===== src/rtl/uart_tx_scheduler.sv =====
// Two-requester round-robin UART transmitter: 8N1 by default, 8E1 when UART_TX_PARITY_EN
// is defined; GAP_TICKS idle bit periods follow each stop bit.
module uart_tx_scheduler #(
    parameter int unsigned GAP_TICKS = 0
) (
    input  logic       clk,
    input  logic       rst,
    input  logic       baud_tick,
    input  logic       req0,
    input  logic       req1,
    input  logic [7:0] data0,
    input  logic [7:0] data1,
    output logic       ack0,
    output logic       ack1,
    output logic       tx,
    output logic       busy,
    output logic       grant_id
);

    typedef enum logic [2:0] {
        IDLE,
        ARM,
        START,
        DATA,
`ifdef UART_TX_PARITY_EN
        PARITY,
`endif
        STOP,
        GAP
    } TxState;

    localparam logic [3:0] GAP_LAST = 4'(GAP_TICKS - 1);

    TxState     r_state;
    logic [2:0] r_bitIdx;
    logic [3:0] r_gapCnt;
    logic [7:0] r_data;
    logic       r_tx;
    logic       r_ack0;
    logic       r_ack1;
    logic       r_busy;
    logic       r_grantId;
    logic       r_lastGrant;

    TxState     w_nextState;
    logic [2:0] w_nextBitIdx;
    logic [3:0] w_nextGapCnt;
    logic [7:0] w_nextData;
    logic       w_nextTx;
    logic       w_nextAck0;
    logic       w_nextAck1;
    logic       w_nextBusy;
    logic       w_nextGrantId;
    logic       w_nextLastGrant;
    logic       w_pick1;

    // r_lastGrant starts at 1 so that requester 0 wins the first tie.
    assign w_pick1 = req1 && (!req0 || !r_lastGrant);

    always_ff @(posedge clk) begin
        if (rst) begin
            r_state     <= IDLE;
            r_bitIdx    <= 3'd0;
            r_gapCnt    <= 4'd0;
            r_data      <= 8'h00;
            r_tx        <= 1'b1;
            r_ack0      <= 1'b0;
            r_ack1      <= 1'b0;
            r_busy      <= 1'b0;
            r_grantId   <= 1'b0;
            r_lastGrant <= 1'b1;
        end else begin
            r_state     <= w_nextState;
            r_bitIdx    <= w_nextBitIdx;
            r_gapCnt    <= w_nextGapCnt;
            r_data      <= w_nextData;
            r_tx        <= w_nextTx;
            r_ack0      <= w_nextAck0;
            r_ack1      <= w_nextAck1;
            r_busy      <= w_nextBusy;
            r_grantId   <= w_nextGrantId;
            r_lastGrant <= w_nextLastGrant;
        end
    end

    always_comb begin
        w_nextState     = r_state;
        w_nextBitIdx    = r_bitIdx;
        w_nextGapCnt    = r_gapCnt;
        w_nextData      = r_data;
        w_nextTx        = r_tx;
        w_nextAck0      = 1'b0;
        w_nextAck1      = 1'b0;
        w_nextBusy      = r_busy;
        w_nextGrantId   = r_grantId;
        w_nextLastGrant = r_lastGrant;
        case (r_state)
            IDLE: begin
                if (req0 || req1) begin
                    w_nextData      = w_pick1 ? data1 : data0;
                    w_nextAck0      = !w_pick1;
                    w_nextAck1      = w_pick1;
                    w_nextGrantId   = w_pick1;
                    w_nextLastGrant = w_pick1;
                    w_nextBusy      = 1'b1;
                    w_nextState     = ARM;
                end
            end
            // Only ticks after the capture cycle count, so the start bit is a full period.
            ARM: begin
                if (baud_tick) begin
                    w_nextTx    = 1'b0;
                    w_nextState = START;
                end
            end
            START: begin
                if (baud_tick) begin
                    w_nextBitIdx = 3'd0;
                    w_nextTx     = r_data[0];
                    w_nextState  = DATA;
                end
            end
            DATA: begin
                if (baud_tick) begin
                    if (r_bitIdx == 3'd7) begin
`ifdef UART_TX_PARITY_EN
                        w_nextTx    = ^r_data;
                        w_nextState = PARITY;
`else
                        w_nextTx    = 1'b1;
                        w_nextState = STOP;
`endif
                    end else begin
                        w_nextBitIdx = r_bitIdx + 3'd1;
                        w_nextTx     = r_data[r_bitIdx + 3'd1];
                    end
                end
            end
`ifdef UART_TX_PARITY_EN
            PARITY: begin
                if (baud_tick) begin
                    w_nextTx    = 1'b1;
                    w_nextState = STOP;
                end
            end
`endif
            STOP: begin
                if (baud_tick) begin
                    w_nextTx = 1'b1;
                    if (GAP_TICKS > 0) begin
                        w_nextGapCnt = 4'd0;
                        w_nextState  = GAP;
                    end else begin
                        w_nextBusy  = 1'b0;
                        w_nextState = IDLE;
                    end
                end
            end
            GAP: begin
                if (baud_tick) begin
                    if (r_gapCnt == GAP_LAST) begin
                        w_nextBusy  = 1'b0;
                        w_nextState = IDLE;
                    end else begin
                        w_nextGapCnt = r_gapCnt + 4'd1;
                    end
                end
            end
            default: begin
                w_nextTx    = 1'b1;
                w_nextBusy  = 1'b0;
                w_nextState = IDLE;
            end
        endcase
    end

    assign tx       = r_tx;
    assign ack0     = r_ack0;
    assign ack1     = r_ack1;
    assign busy     = r_busy;
    assign grant_id = r_grantId;

endmodule


===== config.mk =====
export PLATFORM = sky130hd
export DESIGN_NAME = uart_tx_scheduler
export DESIGN_NICKNAME = d
export VERILOG_FILES = /design/src/rtl/uart_tx_scheduler.sv
export SDC_FILE = /design/constraint.sdc
export NUM_CORES = 1
export LEC_CHECK = 0
export ABC_CLOCK_PERIOD_IN_PS = 1900
export CAP_MARGIN = 15
export CORE_AREA = 2 2 54 56
export CTS_BUF_LIST = sky130_fd_sc_hd__clkbuf_2 sky130_fd_sc_hd__clkbuf_4 sky130_fd_sc_hd__clkbuf_8
export CTS_CLUSTER_DIAMETER = 150
export DETAILED_ROUTE_END_ITERATION = 10
export DIE_AREA = 0 0 56 58
export PLACE_DENSITY = 0.75
export SYNTH_ARGS = -nofsm -noshare
export SYNTH_HDL_FRONTEND = slang
export SYNTH_SLANG_ARGS = --single-unit
export TNS_END_PERCENT = 20

===== constraint.sdc =====
create_clock -name clk -period 1.9 [get_ports clk]
set_input_delay 0.285 -clock clk [delete_from_list [all_inputs] [get_ports clk]]
set_output_delay 0.285 -clock clk [all_outputs]
set_load 0.01 [all_outputs]

Word-level counts from Yosys, hierarchy flattened
Cells that the tools add are included.

word-level totals
  flip-flop bits (word level) = 24
  bits in latches = 0
  bits in writable memories = 0
  memory bits (read-only) = 0
  input port bits = 21
  output and inout bits = 5
  word-level logic and storage cells = 76
  memories kept = 0

cells by class
  add/sub/neg operators = 2
  multiply operators = 0
  divide/modulo/power cells = 0
  $lt $le $gt $ge = 1
  eq/ne operators = 16
  shift operators = 0
  muxes and demuxes = 25
  bitwise gates (word level) = 5
  reduce and logical (&&, ||, !) cells = 17

operator list
  operator                                            number
  two-way mux 3 bit                                   10
  inequality test 2 bit, second input constant        9
  one-hot mux 3 bit (6 select lines)                  1
  AND reduction 5 bit                                 2
  == test 3 bit, second input constant                3
  two-way mux 1 bit                                   9
  two-way mux 8 bit                                   1
  AND reduction 8 bit                                 1
  == test 3 x 2 -> 1 bit, second input constant       2
  one-hot mux 3 bit (2 select lines)                  1
  OR reduction 3 bit                                  2
  inverter 1 bit                                      5
  one-hot mux 1 bit (5 select lines)                  1
  adder 4 x 1 -> 4 bit, second input constant         1
  == test 4 bit, second input constant                1
  < comparator 3 x 4 -> 1 bit, second input constant  1
  one-hot mux 1 bit (4 select lines)                  1
  AND reduction 4 bit                                 1
  adder 3 x 1 -> 3 bit, second input constant         1
  binary-select mux 1 bit (select 3 bit)              1
  == test 3 x 1 -> 1 bit, second input constant       1
  logical NOT 1 bit                                   3
  logical NOT 3 bit                                   1
  AND reduction 3 bit                                 1
  5 further kinds                                     6

Depth between registers and ports, before layout
  depth after elaboration = 6
  gate-level depth with buffers = 6
  depth with buffers taken out = 6

Least setup slack after synthesis
Ideal clock, no wire load.

  path type = register -> register
  start = reg r_bitIdx[0]
  end = reg r_tx (netlist: tx)
  library setup time = 136 ps
  arrival = 1817 ps
  required time = 1764 ps
  path slack = -53 ps
  stages on the path, launching flop included = 7
  path buffers = 0
  clock period less this slack = 1953 ps
  path through = dfxtp_1 > ha_1 > ha_1 > mux4_1 > mux2_2 > o21ai_1 > a41oi_1

on the way
  word-level cells in the longest chain between the ends = 6
  elaborated cells on any way between the ends = 7
  those cells by class = 1 x add/sub; 1 x eq/ne; 5 x mux

RTL lines
  what                                     RTL line  RTL
  start: declaration                       35        logic [2:0] r_bitIdx;
  start signal: assignment                 74        r_bitIdx <= w_nextBitIdx;
  adder 3 x 1 -> 3 bit                     135       w_nextTx = r_data[r_bitIdx + 3'd1];
  binary-select mux 1 bit (select 3 bit)   135
  two-way mux 1 bit (implied by the code)  135
  two-way mux 1 bit *                      125       if (r_bitIdx == 3'd7) begin
  two-way mux 1 bit *                      124       if (baud_tick) begin
  one-hot mux 1 bit (5 select lines) *     97        case (r_state)
  end signal: assignment                   77        r_tx <= w_nextTx;
  end: declaration                         38        logic r_tx;

Every way passes the cells marked *; elsewhere a longest branch is shown, timed or not. The select of a mux whose other input is x is not followed.
A chain may end at the register's enable or synchronous reset.

Worst setup path in the final report
  start = reg r_bitIdx[1]
  end = reg r_tx (netlist: tx)

The elaborated chain is that of the path after synthesis.

==> results.cfg <==
[critical_path]
worst_r2r_path_depth = 6
crit_type = reg -> reg
rr_endpoint = tx
cp-end-kind = flop
setup.worst_path.end = tx
reg2reg_from = r_bitIdx[1]
r2r_slack_ns = 0.03
critPathMaxFanout = 2
start_kind = flop
cp_data_required_time_ns = 2.10
critPathLaunch = r_bitIdx[1]
worstPathArrival_ns = 2.07

[detailed_routing]
drc = 0
dr.pass1.iters = 4
wirelength_um = 2670
drtAntennaViolNets = 0
viasPerCell = 5.63
vias = 1052
routedWlPerCell_um = 14.3
drtIter0Drc = 53

[synth]
synth_cell_types = 42
syn_inst = 128
ys_ff_latch = 24
avgSynthCellArea_um2 = 9.24
ys_seq_area_share_pct = 40.6
syn-num-nets = 152
ys_warn_count = 0
netlist_area_um2 = 1180

[power_and_ir_drop]
power_mw = 1.74
p_leak_nw = 0.650
ir_drop_mv = 0.646
power.density_nw_per_um2 = 1100

[min_path]
hold_class = reg -> reg

[die]
rows = 19
die_height_um = 58
io_pins = 26
die_width_um = 56
die-area_um2 = 3250
start_util_pct = 44.4
core_um2 = 2660

[global_route]
grt.overflow.total = 0
grt_first_pass_wirelength_um = 4490
grt_max_degree = 15
grt_usage_pct = 17.0
grt_pass1_vias = 1027
antenna_found_initial = 0

[sta]
fmax_ghz = 0.534
skew_ns = 0.00130
finalSetupViolCount = 0
fin_ws_ns = 0.0261
max_slew_margin_pct = 73.2
rsz0062_at_grt = yes
drv_slew = 0
hold_slack_ns = 0.475
finalHoldViolations = 0
worst_pin_slew_ns = 0.401
min_period_ns = 1.87
finalCritPeriodShare_pct = 98.6

[finish]
num-nets-final = 181
design_area_um2 = 1570
num_antenna_cells = 0
syn_to_final_growth_pct = 33.1
layoutNonFillerInstCount = 187
n_fill_cell = 250
drive_gt1_share_pct = 14.1

[clock_network]
holdBufCountCts = 0
htree_levels = 1
cts_made_buffers = 3
cts-root-buf = clkbuf_4
clock_latency_ns = 0.31
clock-sinks = 24
cts_tree = yes
clock_path_buffers = 2
post_cts_buffers = 0
clkTransAtPathRegs_ns = 0.13

[outcome]
status = completed

[placement]
placed_cells = 183
portBuffers = 25
place_ws_ns = -0.0485
placed_area_um2 = 1510
dp_hpwl_um = 1980
finalWeightedCongestion = 0.830

[job]
maxCapViolations = 0
-- flip-flops by register name, indices dropped and copies added (netlist names) --
signal / cells
ack1: 1
r_state: 3
r_lastGrant: 1
r_bitIdx: 3
grant_id: 1
tx: 1
ack0: 1
busy: 1
r_data: 8
r_gapCnt: 4
-- area by class of cell --
cell class | count | area (um2) | area share [%]
repair buffers | 32 | 303 | 19.2
clock buffers | 3 | 22.5 | 1.43
multi-input cells | 94 | 689 | 43.8
flip-flops and latches | 24 | 483 | 30.7
clock inverters | 1 | 30.0 | 1.91
inverters | 2 | 7.51 | 0.477
well taps | 31 | 38.8 | 2.46
-- through the flow --
step / setup TNS [ns] / utilization [%]
2_1_floorplan: 0 / -
3_3_place_gp: -0.00320 / 56.5
3_5_place_dp: -0.0485 / 56.5
4_1_cts: 0 / 58.8
5_1_grt: -0.0211 / 59.1
6_report: 0 / 59.1
-- metal layers --
metal | vias up | global-route usage (%) | wire length, um
met2 | 25 | 30.1 | 1340
met4 | 0 | 6.80 | 27
met3 | 2 | 1.34 | 108
met5 | - | 0 | 0
met1 | 500 | 21.7 | 1200
li1 | 525 | - | -
-- report_power, final --
| part | internal (mW) | switching, mW | leakage, nW |
|---|---|---|---|
| clock | 0.213 | 0.156 | 0.0279 |
| sequential | 0.618 | 0.0913 | 0.198 |
| combinational | 0.347 | 0.312 | 0.424 |
-- what timing repair did --
item / 4_1_cts / 5_1_grt
pin swaps: 0 / 1
endpoints found under the setup margin: 1 / 1
hold endpoints to repair: 0 / 0
gates resized for setup: 4 / 2
-- worst max-delay path, stage by stage, from the launching register on --
cell and delay (ns):
dfxtp_2 0.36, ha_4 0.16, ha_4 0.27, mux4_2 0.48, mux2_4 0.27, o21ai_2 0.10, a41oi_1 0.11
-- cell usage after synthesis --
library cell  instances  area share, %
a41oi_1               1           0.74
clkbuf_1              5            1.6
a31oi_1               1           0.53
mux2i_1               2            1.7
and3_1                4            2.1
ha_1                  3            3.2
o211a_1               1           0.85
nor3_1                3            1.3
a222oi_1              4            3.4
o21ai_0               1           0.42
a211oi_4              1            1.7
a2111oi_1             1           0.85
inv_2                 1           0.32
a211o_1               1           0.74
dfxtp_1              24             41
o21ai_1               2           0.85
a22o_1                1           0.74
nor2_1               11            3.5
nand2_1              14            4.4
nand3b_1              1           0.64
inv_1                 1           0.32
nor3_2                1           0.85
o21a_1                1           0.64
a31o_1                1           0.74
a21boi_1              1           0.64
a22oi_1               3            1.9
mux2_2                1           0.95
a21oi_1               6            2.5
mux4_1                2            4.4
and2_1                1           0.53
and3b_1               2            1.5
mux2_1                1           0.95
buf_2                 3            1.3
xor2_1                3            2.2
nand3_1               5            2.1
nand2b_1              2            1.1
a21o_1                2            1.3
nor2b_1               4            2.1
or2_2                 1           0.53
and4_1                2            1.5
nand4_1               2            1.1
o22a_1                1           0.74
-- worst min path at each step --
stage | start | endpoint | slack, ns | depth (start not counted)
6_report | grant_id | grant_id | 0.47 | 1
5_1_grt | data1[5] | r_data[5] | 0.49 | 3
4_1_cts | grant_id | grant_id | 0.48 | 1
3_5_place_dp | grant_id | grant_id | 0.45 | 1
3_3_place_gp | grant_id | grant_id | 0.43 | 1
2_1_floorplan | data1[1] | r_data[1] | 0.38 | 2
-- layout by cell type, fill, tap and decap left out, types with 2 or more instances in the layout --
| master | netlist | final |
|---|---|---|
| a21o_1 | 2 | 2 |
| a21oi_1 | 6 | 6 |
| a222oi_1 | 4 | 4 |
| a22oi_1 | 3 | 3 |
| and3_1 | 4 | 4 |
| and3b_1 | 2 | 2 |
| and4_1 | 2 | 2 |
| buf_4 | 0 | 7 |
| clkbuf_4 | 0 | 3 |
| clkdlybuf4s50_1 | 0 | 25 |
| dfxtp_1 | 24 | 22 |
| dfxtp_2 | 0 | 2 |
| ha_4 | 0 | 2 |
| mux2i_1 | 2 | 2 |
| nand2_1 | 14 | 14 |
| nand2b_1 | 2 | 2 |
| nand3_1 | 5 | 5 |
| nand4_1 | 2 | 2 |
| nor2_1 | 11 | 11 |
| nor2b_1 | 4 | 4 |
| nor3_1 | 3 | 3 |
| xor2_1 | 3 | 3 |
-- cells by family after synthesis --
family,after synthesis,share of synthesized area [%]
XOR/XNOR,3,2.22
flip-flops,24,40.6
adder cells (fa/ha/maj),3,3.17
AND/OR/NAND/NOR,53,23.2
multiplexers,6,8.04
AO/OA/AOI/OAI,29,19.3
buffers and inverters,10,3.49
Power figures use the tool's default switching activity.
